## config.mk

```make
export PLATFORM = sky130hd
export DESIGN_NAME = convergence_monitor
export DESIGN_NICKNAME = d
export VERILOG_FILES = /design/src/rtl/convergence_monitor.sv
export SDC_FILE = /design/constraint.sdc
export NUM_CORES = 1
export LEC_CHECK = 0
export CAP_MARGIN = 20
export CORE_MARGIN = 4
export CORE_UTILIZATION = 41
export CTS_CLUSTER_SIZE = 14
export DETAILED_ROUTE_END_ITERATION = 12
export PLACE_DENSITY_LB_ADDON = 0.1
export SLEW_MARGIN = 25
export SYNTH_ARGS = -nofsm -noshare
export SYNTH_HDL_FRONTEND = slang
export SYNTH_SLANG_ARGS = --single-unit
```

## constraint.sdc

```tcl
create_clock -name clk -period 6 [get_ports clk]
set_input_delay 1.2 -clock clk [delete_from_list [all_inputs] [get_ports clk]]
set_output_delay 1.2 -clock clk [all_outputs]
set_load 0.1 [all_outputs]
```

## src/rtl/convergence_monitor.sv

```systemverilog
// convergence_monitor: streams old/new weight vectors one element pair per
// beat, accumulates an L1 or max-abs distance (optionally sign-invariant),
// and tracks a pass streak and iteration count to flag convergence or timeout.
module convergence_monitor #(
    parameter int SIZE_N     = 8,
    parameter int DATA_W     = 32,
    parameter int PASS_COUNT = 2,
    parameter int MAX_ITER   = 64,
    parameter int ACC_W      = DATA_W + 1 + $clog2(SIZE_N)
) (
    input  logic                         clk,
    input  logic                         rst,
    input  logic                         clear,
    input  logic                         start,
    input  logic                         mode,
    input  logic                         sign_inv,
    input  logic [ACC_W-1:0]             threshold,
    input  logic                         in_valid,
    output logic                         in_ready,
    input  logic [DATA_W-1:0]            vec_elem,
    input  logic [DATA_W-1:0]            next_elem,
    output logic                         valid,
    output logic                         converged,
    output logic                         timeout,
    output logic                         busy,
    output logic [ACC_W-1:0]             metric,
    output logic [$clog2(MAX_ITER+1)-1:0] iter_count
);

    localparam int IT_W  = $clog2(MAX_ITER + 1);
    localparam int CNT_W = $clog2(SIZE_N);
    localparam int STK_W = $clog2(PASS_COUNT + 1);

    localparam logic [IT_W-1:0]  ITER_MAX = IT_W'(MAX_ITER);
    localparam logic [STK_W-1:0] STK_MAX  = STK_W'(PASS_COUNT);
    localparam logic [CNT_W-1:0] LAST_IDX = CNT_W'(SIZE_N - 1);

    typedef enum logic [1:0] {
        IDLE  = 2'd0,
        ACCUM = 2'd1,
        EVAL  = 2'd2
    } state_t;

    // Magnitude of a DATA_W+1 difference, zero-extended to accumulator width.
    // The most negative input yields 2^DATA_W, which is exact as unsigned.
    function automatic logic [ACC_W-1:0] abs_ext(input logic [DATA_W:0] d);
        logic [DATA_W:0] mag;
        if (d[DATA_W]) begin
            mag = ~d + {{DATA_W{1'b0}}, 1'b1};
        end else begin
            mag = d;
        end
        return {{(ACC_W-DATA_W-1){1'b0}}, mag};
    endfunction

    state_t             state_q, state_d;
    logic [CNT_W-1:0]   cnt_q, cnt_d;
    logic [ACC_W-1:0]   accm_q, accm_d, accp_q, accp_d;
    logic [ACC_W-1:0]   thr_q, thr_d, metric_q, metric_d;
    logic               mode_q, mode_d, sinv_q, sinv_d;
    logic [IT_W-1:0]    iter_q, iter_d;
    logic [STK_W-1:0]   streak_q, streak_d;
    logic               conv_q, conv_d, tout_q, tout_d, done_q, done_d;
    logic               valid_q, valid_d, busy_q, busy_d, rdy_q, rdy_d;

    logic [DATA_W:0]    dm_s, dp_s;
    logic [ACC_W-1:0]   abs_m_s, abs_p_s, m_s;
    logic [IT_W-1:0]    iter_nx_s;
    logic [STK_W-1:0]   streak_nx_s;
    logic               conv_nx_s;

    // Per-beat differences and the end-of-iteration evaluation values.
    always_comb begin
        dm_s    = {next_elem[DATA_W-1], next_elem} - {vec_elem[DATA_W-1], vec_elem};
        dp_s    = {next_elem[DATA_W-1], next_elem} + {vec_elem[DATA_W-1], vec_elem};
        abs_m_s = abs_ext(dm_s);
        abs_p_s = abs_ext(dp_s);
        if (sinv_q && (accp_q < accm_q)) begin
            m_s = accp_q;
        end else begin
            m_s = accm_q;
        end
        if (iter_q == ITER_MAX) begin
            iter_nx_s = ITER_MAX;
        end else begin
            iter_nx_s = iter_q + IT_W'(1);
        end
        if (m_s <= thr_q) begin
            if (streak_q == STK_MAX) begin
                streak_nx_s = STK_MAX;
            end else begin
                streak_nx_s = streak_q + STK_W'(1);
            end
        end else begin
            streak_nx_s = {STK_W{1'b0}};
        end
        conv_nx_s = (streak_nx_s == STK_MAX);
    end

    // Next-state logic: FSM, accumulation and result registers; clear overrides all.
    always_comb begin
        state_d  = state_q;
        cnt_d    = cnt_q;
        accm_d   = accm_q;
        accp_d   = accp_q;
        thr_d    = thr_q;
        mode_d   = mode_q;
        sinv_d   = sinv_q;
        metric_d = metric_q;
        iter_d   = iter_q;
        streak_d = streak_q;
        conv_d   = conv_q;
        tout_d   = tout_q;
        done_d   = done_q;
        valid_d  = 1'b0;
        case (state_q)
            IDLE: begin
                if (start && !done_q) begin
                    state_d = ACCUM;
                    mode_d  = mode;
                    sinv_d  = sign_inv;
                    thr_d   = threshold;
                    cnt_d   = {CNT_W{1'b0}};
                    accm_d  = {ACC_W{1'b0}};
                    accp_d  = {ACC_W{1'b0}};
                end else begin
                    state_d = IDLE;
                end
            end
            ACCUM: begin
                if (in_valid) begin
                    if (mode_q) begin
                        accm_d = (abs_m_s > accm_q) ? abs_m_s : accm_q;
                        accp_d = (abs_p_s > accp_q) ? abs_p_s : accp_q;
                    end else begin
                        accm_d = accm_q + abs_m_s;
                        accp_d = accp_q + abs_p_s;
                    end
                    if (cnt_q == LAST_IDX) begin
                        state_d = EVAL;
                    end else begin
                        cnt_d = cnt_q + CNT_W'(1);
                    end
                end else begin
                    state_d = ACCUM;
                end
            end
            EVAL: begin
                state_d  = IDLE;
                metric_d = m_s;
                iter_d   = iter_nx_s;
                streak_d = streak_nx_s;
                conv_d   = conv_nx_s;
                tout_d   = !conv_nx_s && (iter_nx_s == ITER_MAX);
                done_d   = conv_nx_s || (iter_nx_s == ITER_MAX);
                valid_d  = 1'b1;
            end
            default: begin
                state_d = IDLE;
            end
        endcase
        if (clear) begin
            state_d  = IDLE;
            cnt_d    = {CNT_W{1'b0}};
            accm_d   = {ACC_W{1'b0}};
            accp_d   = {ACC_W{1'b0}};
            metric_d = {ACC_W{1'b0}};
            iter_d   = {IT_W{1'b0}};
            streak_d = {STK_W{1'b0}};
            conv_d   = 1'b0;
            tout_d   = 1'b0;
            done_d   = 1'b0;
            valid_d  = 1'b0;
        end else begin
            valid_d  = valid_d;
        end
        busy_d = (state_d != IDLE);
        rdy_d  = (state_d == ACCUM);
    end

    // State and output registers with asynchronous reset.
    always_ff @(posedge clk or posedge rst) begin
        if (rst) begin
            state_q  <= IDLE;
            cnt_q    <= {CNT_W{1'b0}};
            accm_q   <= {ACC_W{1'b0}};
            accp_q   <= {ACC_W{1'b0}};
            thr_q    <= {ACC_W{1'b0}};
            mode_q   <= 1'b0;
            sinv_q   <= 1'b0;
            metric_q <= {ACC_W{1'b0}};
            iter_q   <= {IT_W{1'b0}};
            streak_q <= {STK_W{1'b0}};
            conv_q   <= 1'b0;
            tout_q   <= 1'b0;
            done_q   <= 1'b0;
            valid_q  <= 1'b0;
            busy_q   <= 1'b0;
            rdy_q    <= 1'b0;
        end else begin
            state_q  <= state_d;
            cnt_q    <= cnt_d;
            accm_q   <= accm_d;
            accp_q   <= accp_d;
            thr_q    <= thr_d;
            mode_q   <= mode_d;
            sinv_q   <= sinv_d;
            metric_q <= metric_d;
            iter_q   <= iter_d;
            streak_q <= streak_d;
            conv_q   <= conv_d;
            tout_q   <= tout_d;
            done_q   <= done_d;
            valid_q  <= valid_d;
            busy_q   <= busy_d;
            rdy_q    <= rdy_d;
        end
    end

    assign in_ready   = rdy_q;
    assign valid      = valid_q;
    assign converged  = conv_q;
    assign timeout    = tout_q;
    assign busy       = busy_q;
    assign metric     = metric_q;
    assign iter_count = iter_q;

endmodule

```

* After elaboration in Yosys (flattened, before gate mapping)
Index checks and enable logic that the tools add are counted.
** Storage, ports and cells
- Bits in registers :: 166
- Input port bits :: 107
- Logic and storage cells :: 99
** Cells by class
- Add/sub/neg operators :: 9
- Magnitude comparators :: 4
- Eq/ne operators :: 13
- Mux-type cells :: 41
- Bitwise operators :: 2
- Reduce and logical (&&, ||, !) cells :: 14
** Operators by type and width (number)
- two-way mux 36 bit :: 12
- one-hot mux 36 bit (2 select lines) :: 2
- adder 36 x 33 -> 36 bit :: 2
- greater-than comparator 33 x 36 -> 1 bit :: 2
- adder 33 x 1 -> 33 bit (second input constant) :: 2
- two-way mux 33 bit :: 2
- inverter 33 bit :: 2
- <= comparator 36 bit :: 1
- less-than comparator 36 bit :: 1
- adder 32 x 32 -> 33 bit :: 1
- subtractor 32 x 32 -> 33 bit :: 1
- two-way mux 7 bit :: 3
- == test 7 bit (second input constant) :: 2
- two-way mux 2 bit :: 7
- two-way mux 3 bit :: 4
- AND reduction 4 bit :: 3
- two-way mux 1 bit :: 9
- != test 3 bit (second input constant) :: 3
- != test 4 bit (second input constant) :: 2
- adder 7 x 1 -> 7 bit (second input constant) :: 1
- == test 2 bit (second input constant) :: 3
- one-hot mux 3 bit (2 select lines) :: 1
- == test 2 x 1 -> 1 bit (second input constant) :: 2
- one-hot mux 2 bit (2 select lines) :: 1
- other kinds (10) :: 14

* Depth between registers and ports, before layout
Gate-level depths: netlist of the first run.
- Depth in word-level cells :: 10
- Gate-level depth with buffers :: 28

* Least setup slack after synthesis of the first run
OpenSTA, ideal clock, no wires.
- Path kind :: input to register
- Start :: in next_elem[0]
- End :: reg accm_q[10]
- Setup time :: 0.141 ns
- Arrival :: 6.842 ns
- Required time :: 5.859 ns
- Path slack :: -0.983 ns
- Stages :: 27
- Path buffers :: 3
- Cell sequence :: inv_1 > ha_1 > fa_1 > nand2b_1 > a211oi_1 > o31a_1 > nor2_1 > xnor2_1 > a2111oi_2 > nand3_1 > or3_1 > or2_2 > o31ai_1 > xor2_1 > ha_1 > nor2b_1 > o21ai_0 > nand2b_1 > a21oi_1 > o41ai_1 > o21ai_0 > a31o_2 > clkbuf_1 > or2_2 > clkbuf_1 > clkbuf_1 > o22ai_1
** On the way
- Cells in the longest elaborated chain, start to end :: 9
** RTL lines
- start: declaration :: RTL line 21 : input logic [DATA_W-1:0] next_elem,
- subtractor 32 x 32 -> 33 bit * :: RTL line 74 : dm_s = {next_elem[DATA_W-1], next_elem} - {vec_elem[DATA_W-1], vec_elem};
- inverter 33 bit :: RTL line 49 : mag = ~d + {{DATA_W{1'b0}}, 1'b1};
- adder 33 x 1 -> 33 bit :: RTL line 49
- two-way mux 33 bit * :: RTL line 48 : if (d[DATA_W]) begin
- adder 36 x 33 -> 36 bit / two-way mux 36 bit (equally long branches) :: RTL line 136, 133
- two-way mux 36 bit :: RTL line 132 : if (mode_q) begin
- two-way mux 36 bit :: RTL line 131 : if (in_valid) begin
- one-hot mux 36 bit (2 select lines) :: RTL line 116 : case (state_q)
- two-way mux 36 bit :: RTL line 162 : if (clear) begin
- end signal: assignment :: RTL line 186 : accm_q <= {ACC_W{1'b0}};
- end signal: assignment :: RTL line 203 : accm_q <= accm_d;
- end: declaration :: RTL line 58 : logic [ACC_W-1:0] accm_q, accm_d, accp_q, accp_d;
Every way passes the cells marked *; elsewhere a longest branch is shown, timed or not. The select of a mux whose other input is x is not followed.
A chain may end at the register's enable or synchronous reset.

* Worst setup path in the final report of the first run
- Start :: in next_elem[0]
- End :: reg accm_q[35]
** On the way
- Cells in the longest elaborated chain, start to end :: 9
** RTL lines
- subtractor 32 x 32 -> 33 bit * :: RTL line 74
- inverter 33 bit :: RTL line 49
- adder 33 x 1 -> 33 bit :: RTL line 49
- two-way mux 33 bit * :: RTL line 48
- adder 36 x 33 -> 36 bit :: RTL line 136 : accm_d = accm_q + abs_m_s;
- two-way mux 36 bit :: RTL line 132
- two-way mux 36 bit :: RTL line 131
- one-hot mux 36 bit (2 select lines) :: RTL line 116
- two-way mux 36 bit :: RTL line 162
Marked as above.

==> impl_metrics.yaml, run 1 <==
run_status:
  run_status: "finished, violations left"
  failing_checks: "setup timing"
place:
  place.detailed.hpwl_um: 58900
  port_buffers: 154
  gp_congestion: 0.945
  postPlaceCellArea_sq_mm: 0.0278
power:
  total_power_w: 0.00898
  cellPowerDensity_mw_per_mm2: 280
  static-leakage-power_nw: 15.1
  ir_drop_v: 0.000264
floorplan:
  core.rowCount: 80
  io_pins: 155
  vertical_die_dimension_um: 227
  initial_core_util: 0.414
  core_area_sq_mm: 0.0476
  die_w_um: 227
  dieArea_sq_mm: 0.0517
job:
  max_cap_violations: 0
global_routing:
  antenna_found_initial: 1
  grt_first_pass_wirelength_um: 119000
  grt_max_degree: 100
  grt_overflow_total: 0
  gr-usage-all-layers: 0.287
  number_of_global_route_vias_before_repair: 22800
timing:
  worst_pin_slew_ps: 999
  max_slew_margin: 0.332
  report.final.setup_viol: 72
  rsz0062_at_grt: "true"
  timing.fmax_mhz: 157
  setup_ws_ps: -356
  finalCritPeriodShare: 1.06
  final.setup.tns_ps: -16210
  count_of_pins_over_their_slew_limit: 0
  period_minus_slack_ps: 6360
  timing_hold_violations_final: 0
  finClkSkew_ps: 13.8
clock_tree:
  cts_inserted_buffers: 17
  cts.path.max_buffers: 2
  cts_root_buf: "clkbuf_16"
  clkSinkCount: 166
  insertion_delay_ps: 460
  cts_tree: "built"
  htreeDepth: 4
  clkSlewWorstSetupHoldPaths_ps: 70
critical_path:
  worstSetupPathType: "primary input to flop"
  timing.critical_path.mode_cell: "o211ai_1"
  crit_slowest_cell: "o41ai_4"
  critPathMaxFanout: 5
  data_arrival_critical_path_ps: 6700
  critPathCaptureType: "flop"
  crit_path_start_kind: "primary input"
  critical_path_buf_inv_count: 6
  critPathTopFamily: "compound AO/OA/AOI/OAI gates"
  r2r-start: "accm_q[5]"
  worstRegToRegCells: 26
  reg2reg_setup_slack_ps: 440
  cp_slowest_stage_delay_ps: 460
  worst_ep_required_time_ps: 6350
  worstReg2RegEnd: "done_q"
cells_and_area:
  antenna-diode-count: 0
  area_growth_pct: 62.8
  seqCellArea_sq_mm: 0.00416
  layout-drive-gt1-share: 0.395
  final_layout_fill_cell_count: 3947
  finish.instance_area_sq_mm: 0.0321
  fin_nets: 3853
  multi_input_comb_area_sq_mm: 0.0171
synth:
  postSynthCellCount: 2517
  postSynthNetCount: 2904
  number_of_synthesized_flops_with_an_enable_pin: 0
  top_post_synthesis_cells_by_area: "dfrtp_1 21%, ha_1 18%, xnor2_1 5.5%, a21oi_1 5.0%, inv_1 4.4%"
  synth.cell_area_sq_mm: 0.0197
  ys_dominant_reg_cell: "dfrtp_1"
  postSynthAreaPerCell_sq_um: 7.84
  netlist.area_leader.share: 0.211
  ys_async_sr_fraction: 1.00
  ys_seq_area_frac: 0.211
  synthDominantAreaCellType: "dfrtp_1"
  netlist-cell-type-count: 86
  yosys_warnings: 0
  synth-seq-cells: 166
routing:
  drtPass1Iterations: 8
  post_drt_via_cell_ratio: 5.54
  antenna_nets_post_route: 0
  drt_wl_total_um: 76700
  dr_total_vias: 22700
  drc_errors: 0
  starting_drc_count_in_detailed_routing: 1744
  average_wire_length_per_cell_after_detail_routing_um: 18.7
min_path:
  worst_hold_path_type: "flop to flop"
  destination_of_the_worst_hold_path: "done_q"
  worst_hold_startpoint: "done_q"
  worstHoldPathCells: 1
[report_power, final]
| part | internal [W] | switching (W) |
|---|---|---|
| Sequential | 0.00123 | 0.0000956 |
| Clock | 0.000557 | 0.000518 |
| Combinational | 0.00324 | 0.00334 |
[flip-flops by register name, indices dropped and copies added, names as in the netlist, 2 cells and up]
name and flops:
thr_q 36, metric 36, iter_count 7, cnt_q 3, accp_q 36, streak_q 2, accm_q 36, state_q 2
[repair_timing]
action | 4_1_cts | 5_1_grt
endpoints found under the setup margin | 72 | 75
cloned | 11 | 1
setup buffers | 90 | 41
hold buffers | 0 | 0
pin swaps | 230 | 142
resized for setup | 455 | 178
[layout make-up]
type                       count  area share
timing repair buffer        1026       0.269
multi-input combinational   2016       0.531
inverter                     239      0.0289
sequential                   166       0.129
clock inverter                11     0.00288
tap                          615      0.0240
clock buffer                  20      0.0142
[kinds of logic after synthesis]
| group | count (synthesis) | share of synthesized area |
|---|---|---|
| AOI/OAI and AO/OA | 789 | 0.265 |
| xor gates and xnor gates | 159 | 0.0706 |
| adders and majority gates | 280 | 0.179 |
| buffers and inverters | 338 | 0.0655 |
| DFF | 166 | 0.211 |
| muxes | 55 | 0.0285 |
| and+or+nand+nor | 730 | 0.181 |
[metrics by stage]
step / std cells / util / setup WS (ps) / hold WS [ps]
floorplan: 2517 / - / -574 / 450
global placement: 3930 / 0.583 / -1500 / 459
detailed placement: 3931 / 0.584 / -1590 / 473
CTS: 4061 / 0.651 / -488 / 488
global route: 4093 / 0.674 / -578 / 517
finish: 4093 / 0.674 / -356 / 488
[cells in the final DEF (no fill, tap or decap), types with 13 or more instances in the layout]
cell / n
nor2_2: 24
ha_4: 33
nand3_1: 39
buf_4: 793
nor2b_1: 22
dfrtp_1: 165
nor3_1: 36
a21oi_2: 38
nand2b_1: 33
and3_1: 15
inv_2: 22
o21ai_0: 106
a31oi_1: 20
buf_6: 49
nand2_1: 161
nor2_1: 194
o21ai_1: 22
a22o_1: 45
or3_4: 13
a211oi_1: 13
o21a_1: 15
xnor2_2: 27
mux2i_1: 45
buf_12: 17
o211ai_1: 28
o31ai_1: 19
a21oi_1: 155
o22ai_2: 14
o21ai_2: 35
or3_1: 17
ha_1: 234
clkdlybuf4s50_1: 119
xnor2_1: 94
o21bai_1: 28
xor2_1: 22
dlygate4sd2_1: 24
a21o_1: 66
clkbuf_16: 18
inv_1: 208
nand4_1: 35
[how the worst max path moves through the flow]
| stage | startpoint | to | cells past startpoint |
|---|---|---|---|
| floorplan | vec_elem[0] | accp_q[32] | 24 |
| global placement | vec_elem[0] | accp_q[32] | 24 |
| detailed placement | vec_elem[0] | accp_q[32] | 24 |
| CTS | next_elem[1] | accp_q[32] | 23 |
| global route | next_elem[1] | accp_q[32] | 27 |
| finish | next_elem[0] | accm_q[35] | 27 |
[layer usage]
metal / GRT usage / up-vias / share of wire
li1: - / 11000 / -
met1: 0.373 / 11000 / 0.44
met2: 0.509 / 597 / 0.49
met3: 0.0231 / 122 / 0.037
met4: 0.0906 / 2 / 0.030
met5: 0 / - / 0.00017
[cell usage after synthesis, types with 30 or more instances]
cell type and instances:
a21o_1 66, a21oi_1 196, a22o_1 46, clkbuf_1 81, dfrtp_1 166, ha_1 276, inv_1 233, mux2i_1 46
nand2_1 168, nand2b_1 38, nand3_1 48, nand4_1 35, nor2_1 226, nor3_1 52, o21ai_0 167, o21bai_1 32
o31ai_1 36, or3_1 30, xnor2_1 125, xor2_1 34
Power figures use the tool's default switching activity.
==> run 2, diff against run 1 <==
--- a/config.mk
+++ b/config.mk
@@ -8,10 +8,10 @@
 export CAP_MARGIN = 20
 export CORE_MARGIN = 4
 export CORE_UTILIZATION = 41
-export CTS_CLUSTER_SIZE = 14
 export DETAILED_ROUTE_END_ITERATION = 12
 export PLACE_DENSITY_LB_ADDON = 0.1
 export SLEW_MARGIN = 25
 export SYNTH_ARGS = -nofsm -noshare
 export SYNTH_HDL_FRONTEND = slang
 export SYNTH_SLANG_ARGS = --single-unit
+export TNS_END_PERCENT = 1
==> run 2 against run 1 <==
The flow still finishes with violations (setup timing). Clock-buffer cell count is 2 lower. First-iteration DRC count is 12% lower. Final cell count is 2.0% lower. Design area is 6.0% lower. Global-route usage is 0.85 points lower. Register-to-register slack worse by 140 ps. Critical endpoint unchanged.
==> impl_metrics.yaml, run 2 (synthesis gave the netlist of run 1 again) <==
place:
  port_buffers: 154
  place.detailed.hpwl_um: 58800
  placedCellCount: 3912
  postPlaceCellArea_sq_mm: 0.0273
  gp_congestion: 0.975
clock_tree:
  cts_inserted_buffers: 17
  cts_tree: "built"
  cts_root_buf: "clkbuf_16"
  insertion_delay_ps: 460
  htreeDepth: 4
  cts.path.max_buffers: 2
  clkSlewWorstSetupHoldPaths_ps: 70
  clkSinkCount: 166
  cts.hold.buffers_added: 0
critical_path:
  crit_slowest_cell: "or3_1"
  cp_slowest_stage_delay_ps: 390
  data_arrival_critical_path_ps: 6780
  worstSetupPathType: "primary input to flop"
  worst_ep_required_time_ps: 6330
  crit_path_start_kind: "primary input"
  critPathCaptureType: "flop"
  critPathMaxFanout: 6
  timing.critical_path.mode_cell: "buf_4"
floorplan:
  vertical_die_dimension_um: 227
  die_w_um: 227
  dieArea_sq_mm: 0.0517
  io_pins: 155
  initial_core_util: 0.414
  core_area_sq_mm: 0.0476
  core.rowCount: 80
min_path:
  worst_hold_path_type: "flop to flop"
timing:
  worst_pin_slew_ps: 1130
  finClkSkew_ps: 17.4
  max_slew_margin: 0.242
  rsz0062_at_grt: "true"
  timing.fmax_mhz: 155
  setup_ws_ps: -447
  timing_hold_violations_final: 0
  report.final.setup_viol: 72
  final.setup.tns_ps: -22140
  period_minus_slack_ps: 6450
  finalCritPeriodShare: 1.07
  count_of_pins_over_their_slew_limit: 0
global_routing:
  gr-usage-all-layers: 0.279
  number_of_global_route_vias_before_repair: 22100
  grt_max_degree: 94
  grt_overflow_total: 0
  antenna_found_initial: 0
  grt_first_pass_wirelength_um: 116000
cells_and_area:
  antenna-diode-count: 0
  fin_nets: 3771
  instances_no_fill: 4012
  layout_commonest_cell: "buf_4"
  multi_input_comb_area_sq_mm: 0.0160
  area_growth_pct: 53.0
  seqCellArea_sq_mm: 0.00416
  layout-drive-gt1-share: 0.334
  final_layout_fill_cell_count: 4214
  final_cell_mix: "750 x buf_4, 248 x ha_1, 212 x nor2_1"
  finish.instance_area_sq_mm: 0.0302
power:
  total_power_w: 0.00844
  cellPowerDensity_mw_per_mm2: 280
  ir_drop_v: 0.000258
  static-leakage-power_nw: 14.3
routing:
  drt_wl_total_um: 74100
  starting_drc_count_in_detailed_routing: 1534
  drc_errors: 0
  antenna_nets_post_route: 0
  drtPass1Iterations: 6
  average_wire_length_per_cell_after_detail_routing_um: 18.5
  dr_total_vias: 22000
  post_drt_via_cell_ratio: 5.50
job:
  max_cap_violations: 0
run_status:
  failing_checks: "setup timing"
  run_status: "finished, violations left"
==> run 2: cell count changes in the layout (fill, tap and decap cells not counted), sizes merged, moves of 2 or more <==
cell / change
inv: +3
buf: -83
dlymetal6s2s: -2
dlygate4sd2: +5
bufinv: +2
clkbuf: -2
==> run 2: timing repair <==
item	in CTS	in global routing
gates cloned	0	0
buffers inserted	61	5
pin swaps	129	41
resized for setup	341	67
endpoints found under the setup margin	72	73
==> run 2: cell type report <==
| class | count | share of cell area |
|---|---|---|
| clock buffer | 18 | 0.0142 |
| clock inverter | 14 | 0.00543 |
| inverter | 239 | 0.0300 |
| multi-input combinational | 2013 | 0.530 |
| sequential | 166 | 0.138 |
| tap | 615 | 0.0255 |
| timing repair buffer | 947 | 0.257 |
==> run 2: metal layers <==
layer  routed length (um)  global-route usage  vias up
li1                     -                   -    10800
met1                33300               0.370    10600
met2                35500               0.486      613
met3                 2930              0.0190      125
met4                 2460              0.0914        0
met5                    0                   0        -
==> run 2: stage by stage <==
| stage | setup slack (ps) | hold WS [ps] | util |
|---|---|---|---|
| 2_1_floorplan | -574 | 450 | - |
| 3_3_place_gp | -1700 | 461 | 0.574 |
| 3_5_place_dp | -1900 | 470 | 0.574 |
| 4_1_cts | -409 | 486 | 0.625 |
| 5_1_grt | -698 | 501 | 0.634 |
| 6_report | -447 | 489 | 0.634 |
==> run 2: worst paths after layout <==
path	startpoint	end	slack, ps	cells past startpoint
max	vec_elem[0]	accm_q[35]	-450	29
min	converged	converged	490	1
max reg2reg	accm_q[1]	done_q	300	25
min reg2reg	converged	converged	490	1
max in group asynchronous	rst	mode_q	3710	4
min in group asynchronous	rst	valid	1090	2
==> run 2: worst max-delay path: cells and delay by family <==
family	cells	cell delay, ps
AOI/OAI and AO/OA	13	2510
xor gates and xnor gates	1	130
adders and majority gates	3	780
buffers and inverters	8	1180
and+or+nand+nor	4	960
==> run 2: power breakdown <==
| group | leakage, nW | switching, W | internal, W |
|---|---|---|---|
| Combinational | 11.8 | 0.00306 | 0.00292 |
| Clock | 0.286 | 0.000524 | 0.000626 |
| Sequential | 2.23 | 0.0000884 | 0.00123 |
==> edit 1: new RTL, settings of run 1 <==
Reset style: synchronous (`rst`), changed in one clocked block. Comments in the files are not updated.
--- a/src/rtl/convergence_monitor.sv
+++ b/src/rtl/convergence_monitor.sv
@@ -179,7 +179,7 @@
     end
 
     // State and output registers with asynchronous reset.
-    always_ff @(posedge clk or posedge rst) begin
+    always_ff @(posedge clk) begin
         if (rst) begin
             state_q  <= IDLE;
             cnt_q    <= {CNT_W{1'b0}};
Formal check against the unedited RTL: differs if rst is asserted again (counterexample within 4 cycles, from zero or initial values and one cycle with rst high); with rst held inactive, the same outputs for 10 cycles.
==> edit 1 against run 1 <==
The run still ends with negative setup slack left. Maximum frequency fell by 11%. Clock skew fell by 0.0019 ns. Cell area fell by 3.9%. Cell count fell by 2.1%. Power fell by 24%. Die area fell by 4.4%. Sequential cell count did not move. Wire length fell by 4.6%. Setup slack got worse by 0.81 ns. Synthesized area fell by 4.5%. Critical path type unchanged. Largest cell class unchanged.
==> edit 1: results (changes against run 1) <==
stage;metric;value;unit;change
setup_path;Setup crit end;accp_q[30];;was accm_q[35]
logic_synthesis;Post-synth top flop;dfxtp_1;;was dfrtp_1
run_status;outcome;finished with violations;;unchanged
logic_synthesis;YS warnings;0;;unchanged
logic_synthesis;top cells by count, synth;276 x ha_1, 232 x a21oi_1, 228 x inv_1;;was 276 x ha_1, 233 x inv_1, 226 x nor2_1
final_layout;share of post-route cells with drive strength above 1;38.89;%;was 39.53%
run_status;violated checks;negative setup slack;;unchanged
power;Int Power;4.076;mW;was 5.026 mW
setup_path;origin of the critical flop-to-flop path;accm_q[1];;was accm_q[5]
sta;Final setup viols;71;;was 72
setup_path;Arrival @ worst endpoint;7.50;ns;was 6.70 ns
global_route;number of global-route vias before repair;21820;;was 22780
sta;Post-Route Skew;0.01194;ns;was 0.01385 ns
route;DR WL met2;35710;µm;was 37650 µm
route;average wire per standard cell;18.26;µm;was 18.73 µm
global_route;initial antenna violation count;0;;was 1
logic_synthesis;library cells used by synthesis;91;;was 86
global_route;M3 GR Usage;2.590;%;was 2.308%
route;drt initial violations;1505;;was 1744
worst_hold_path;Hold EP;thr_q[16];;was done_q
global_route;first-pass GRT wire length;112900;µm;was 119100 µm
route;DRT met1 WL;31800;µm;was 33820 µm
setup_path;Worst Setup SP;next_elem[1];;was next_elem[0]
worst_hold_path;WHS Path Cells;2;;was 1
global_route;Overall Global Routing Usage;27.68;%;was 28.74%
logic_synthesis;synth top area cells;ha_1 18%, dfxtp_1 18%, a21oi_1 6.2%;;was dfrtp_1 21%, ha_1 18%, xnor2_1 5.5%
route;DR pass1 iterations;6;;was 8
route;max layer used;met4;;was met5
placed_design;dpl hpwl;55940;µm;was 58930 µm
final_layout;Layout fillers;3761;;was 3947
placed_design;Placed Instance Area;0.02648;mm²;was 0.02783 mm²
placed_design;post-place setup slack;-2.390;ns;was -1.591 ns
sta;Final WS setup;-1.161;ns;was -0.3558 ns
logic_synthesis;syn avg cell area;7.548;µm²;was 7.838 µm²
power;Max VDD drop;0.0002284;V;was 0.0002637 V
placed_design;gpl congestion;0.9325;;was 0.9448
final_layout;fin nets;3781;;was 3853
sta;Worst Max-Slew Pin Slew;1.002;ns;was 0.9989 ns
setup_path;R2R depth;25;;was 26
power;sequential power;1.16;mW;was 1.32 mW
route;final wirelength;73160;µm;was 76660 µm
logic_synthesis;register area share after synthesis;17.65;%;was 21.06%
setup_path;CP delay by family, top;simple AND/OR/NAND/NOR gates;;was compound AO/OA/AOI/OAI gates
logic_synthesis;fraction of registers with async set/reset;0;%;was 100.0%
power;Clock group;1.25;mW;was 1.07 mW
route;routed wl met3;2731;µm;was 2860 µm
route;DR vias;21780;;was 22680
setup_path;critical path's slowest cell;or3_4;;was o41ai_4
placed_design;IO Port Bufs;154;;unchanged
sta;post-route setup TNS;-53.36;ns;was -16.21 ns
## edit 1: cells by family after synthesis
kind of cell / synth area share (%)
flip-flops: 17.65
multiplexers: 2.578
XOR/XNOR: 7.813
buffers and inverters: 6.783
adder cells (fa/ha/maj): 18.76
AND/OR/NAND/NOR: 18.40
AO/OA/AOI/OAI: 28.02
## edit 1: repair_timing
item	CTS	global route
gates cloned	2	3
setup buffers	89	65
setup endpoints to repair	72	77
resized for setup	336	270
pin swaps	155	186
## edit 1: cell type report
| type | instances | area (µm²) | share of cell area, % |
|---|---|---|---|
| Inverter | 228 | 898.4 | 2.911 |
| Sequential cell | 166 | 3323 | 10.77 |
| Clock buffer | 18 | 439.2 | 1.423 |
| Tap cell | 600 | 750.7 | 2.433 |
| Clock inverter | 14 | 207.7 | 0.6730 |
| Timing Repair Buffer | 988 | 8377 | 27.14 |
| Multi-Input combinational cell | 1993 | 16860 | 54.65 |
==> edit 2: new RTL, config.mk and constraints of run 1 <==
Made on the original files. `MAX_ITER`: 64 -> 128.
--- a/src/rtl/convergence_monitor.sv
+++ b/src/rtl/convergence_monitor.sv
@@ -5,7 +5,7 @@
     parameter int SIZE_N     = 8,
     parameter int DATA_W     = 32,
     parameter int PASS_COUNT = 2,
-    parameter int MAX_ITER   = 64,
+    parameter int MAX_ITER   = 128,
     parameter int ACC_W      = DATA_W + 1 + $clog2(SIZE_N)
 ) (
     input  logic                         clk,
Ports: changed (resized iter_count); port bits go from 155 to 156. The function was not compared with the original's and may differ.
==> edit 2 against run 1 <==
The run still ends with negative setup slack left. Wire length grew 1.1%. Cell area decreased by 0.46%. First-iteration DRC count decreased by 15%. Sequential cell count rose by 1. Power is 5.6% lower. Setup slack improved by 0.018 ns. Critical path type unchanged. Core utilization is 2.2 points lower. Worst hold slack gained 0.0078 ns. Synthesized cell count rose by 5.4%. Die area rose by 3.4%. Synthesized area increased by 3.5%. Sequential power barely moved.
==> edit 2: results (changes against run 1) <==
stage;metric;value;unit;change
run_status;outcome;finished with violations;;unchanged
run_status;violated checks;negative setup slack;;unchanged
final_layout;share of post-route cells with drive strength above 1;36.17;%;was 39.53%
setup_path;Arrival @ worst endpoint;6.69;ns;was 6.70 ns
logic_synthesis;xor/xnor cell area share of the yosys netlist;7.032;%;was 7.059%
setup_path;CP max stage delay;0.48;ns;was 0.46 ns
setup_path;CP max FO;6;;was 5
placed_design;IO Port Bufs;155;;was 154
global_route;Overall Global Routing Usage;27.99;%;was 28.74%
clock_network;clock-pin slew on the worst setup and hold paths;0.08;ns;
final_layout;fin nets;3960;;was 3853
placed_design;placed cell count;4096;;was 3931
sta;Final WS setup;-0.3374;ns;was -0.3558 ns
global_route;largest net degree at the start of global routing;97;;was 100
sta;Final setup viols;72;;unchanged
route;DR pass1 iterations;8;;unchanged
setup_path;reg2reg setup slack;0.24;ns;was 0.44 ns
global_route;first-pass GRT wire length;121200;µm;was 119100 µm
logic_synthesis;fraction of synthesized area in multiplexers;2.499;%;was 2.848%
route;DR vias;23030;;was 22680
placed_design;gpl congestion;0.9424;;was 0.9448
placed_design;Placed Instance Area;0.02851;mm²;was 0.02783 mm²
route;average wire per standard cell;18.24;µm;was 18.73 µm
logic_synthesis;syn_nets;3040;;was 2904
logic_synthesis;top cells by count, synth;283 x nor2_1, 276 x ha_1, 232 x inv_1;;was 276 x ha_1, 233 x inv_1, 226 x nor2_1
power;Max VDD drop;0.0002286;V;was 0.0002637 V
sta;hold slack;0.4957;ns;was 0.4879 ns
placed_design;dpl hpwl;60530;µm;was 58930 µm
route;post-DR vias/cell;5.418;;was 5.541
global_route;initial antenna violation count;0;;was 1
logic_synthesis;synth top area cells;dfrtp_1 20%, ha_1 17%, nor2_1 5.2%;;was dfrtp_1 21%, ha_1 18%, xnor2_1 5.5%
sta;Post-Route Skew;0.02153;ns;was 0.01385 ns
logic_synthesis;library cells used by synthesis;91;;was 86
route;drt initial violations;1490;;was 1744
clock_network;CTS Buf Count;17;;unchanged
logic_synthesis;register area share after synthesis;20.46;%;was 21.06%
logic_synthesis;syn avg cell area;7.700;µm²;was 7.838 µm²
setup_path;critical path's slowest cell;o211ai_1;;was o41ai_4
logic_synthesis;post-synthesis compound-gate area fraction;25.60;%;was 26.49%
power;Leakage;15.06;nW;was 15.11 nW
logic_synthesis;main combinational cell family by area after synthesis;compound AO/OA/AOI/OAI gates;;unchanged
sta;Slew HR;30.07;%;was 33.20%
placed_design;post-place setup slack;-1.765;ns;was -1.591 ns
## edit 2: critical path: cells and delay by family
kind / cells / cell delay [ns]
AND/OR/NAND/NOR: 9 / 1.61
adder cells (fa/ha/maj): 2 / 0.63
AO/OA/AOI/OAI: 7 / 1.75
buffers and inverters: 9 / 1.17
XOR/XNOR: 2 / 0.30
## edit 2: worst paths after layout
check | startpoint | endpoint | cells past startpoint
worst max-delay path | next_elem[1] | accm_q[27] | 29
max in group asynchronous | rst | mode_q | 3
min in group asynchronous | rst | metric[0] | 2
worst min register to register | streak_q[1] | streak_q[1] | 2
worst max register to register | accp_q[13] | streak_q[0] | 25
worst min-delay path | streak_q[1] | streak_q[1] | 2
## edit 2: layout make-up
class | instances | area (µm²)
multi-input cells | 2140 | 17160
fillers | 4303 | 17080
repair buffers | 1014 | 8309
flip-flops and latches | 167 | 4182
inverters | 233 | 887.1
well taps | 664 | 830.8
clock buffers | 18 | 439.2
clock inverters | 14 | 163.9
## edit 2: stage by stage
step,TNS [ns],utilization [%],power (mW)
after detailed placement,-108.72,58.11,6.615
after CTS,-13.86,63.58,8.209
after floorplan,-1.580,-,4.270
final,-16.87,65.18,8.476
after global routing,-31.55,65.18,9.053
after global placement,-103.48,58.11,6.538
## edit 2: layer usage
metal | global-route usage [%] | share of wire [%]
met1 | 35.99 | 44
met2 | 48.46 | 48
met3 | 3.024 | 4.6
met4 | 10.60 | 3.8
met5 | 0 | 0
## edit 2: repair_timing
action / CTS / global route
resized for setup: 361 / 133
buffers inserted: 97 / 31
endpoints found under the setup margin: 72 / 77
cloned: 2 / 2
pin swaps: 139 / 100
## edit 2: kinds of logic after synthesis
logic type | count (synthesis)
and+or+nand+nor | 853
AOI/OAI and AO/OA | 792
buffers and inverters | 347
adders and majority gates | 280
DFF | 167
xor gates and xnor gates | 164
muxes | 50
## edit 2: power by group
part	switching, mW	total [mW]	internal (mW)
clock network	0.551	1.16	0.605
registers	0.0850	1.32	1.23
logic	3.07	6.00	2.93
total	3.70	8.48	4.77
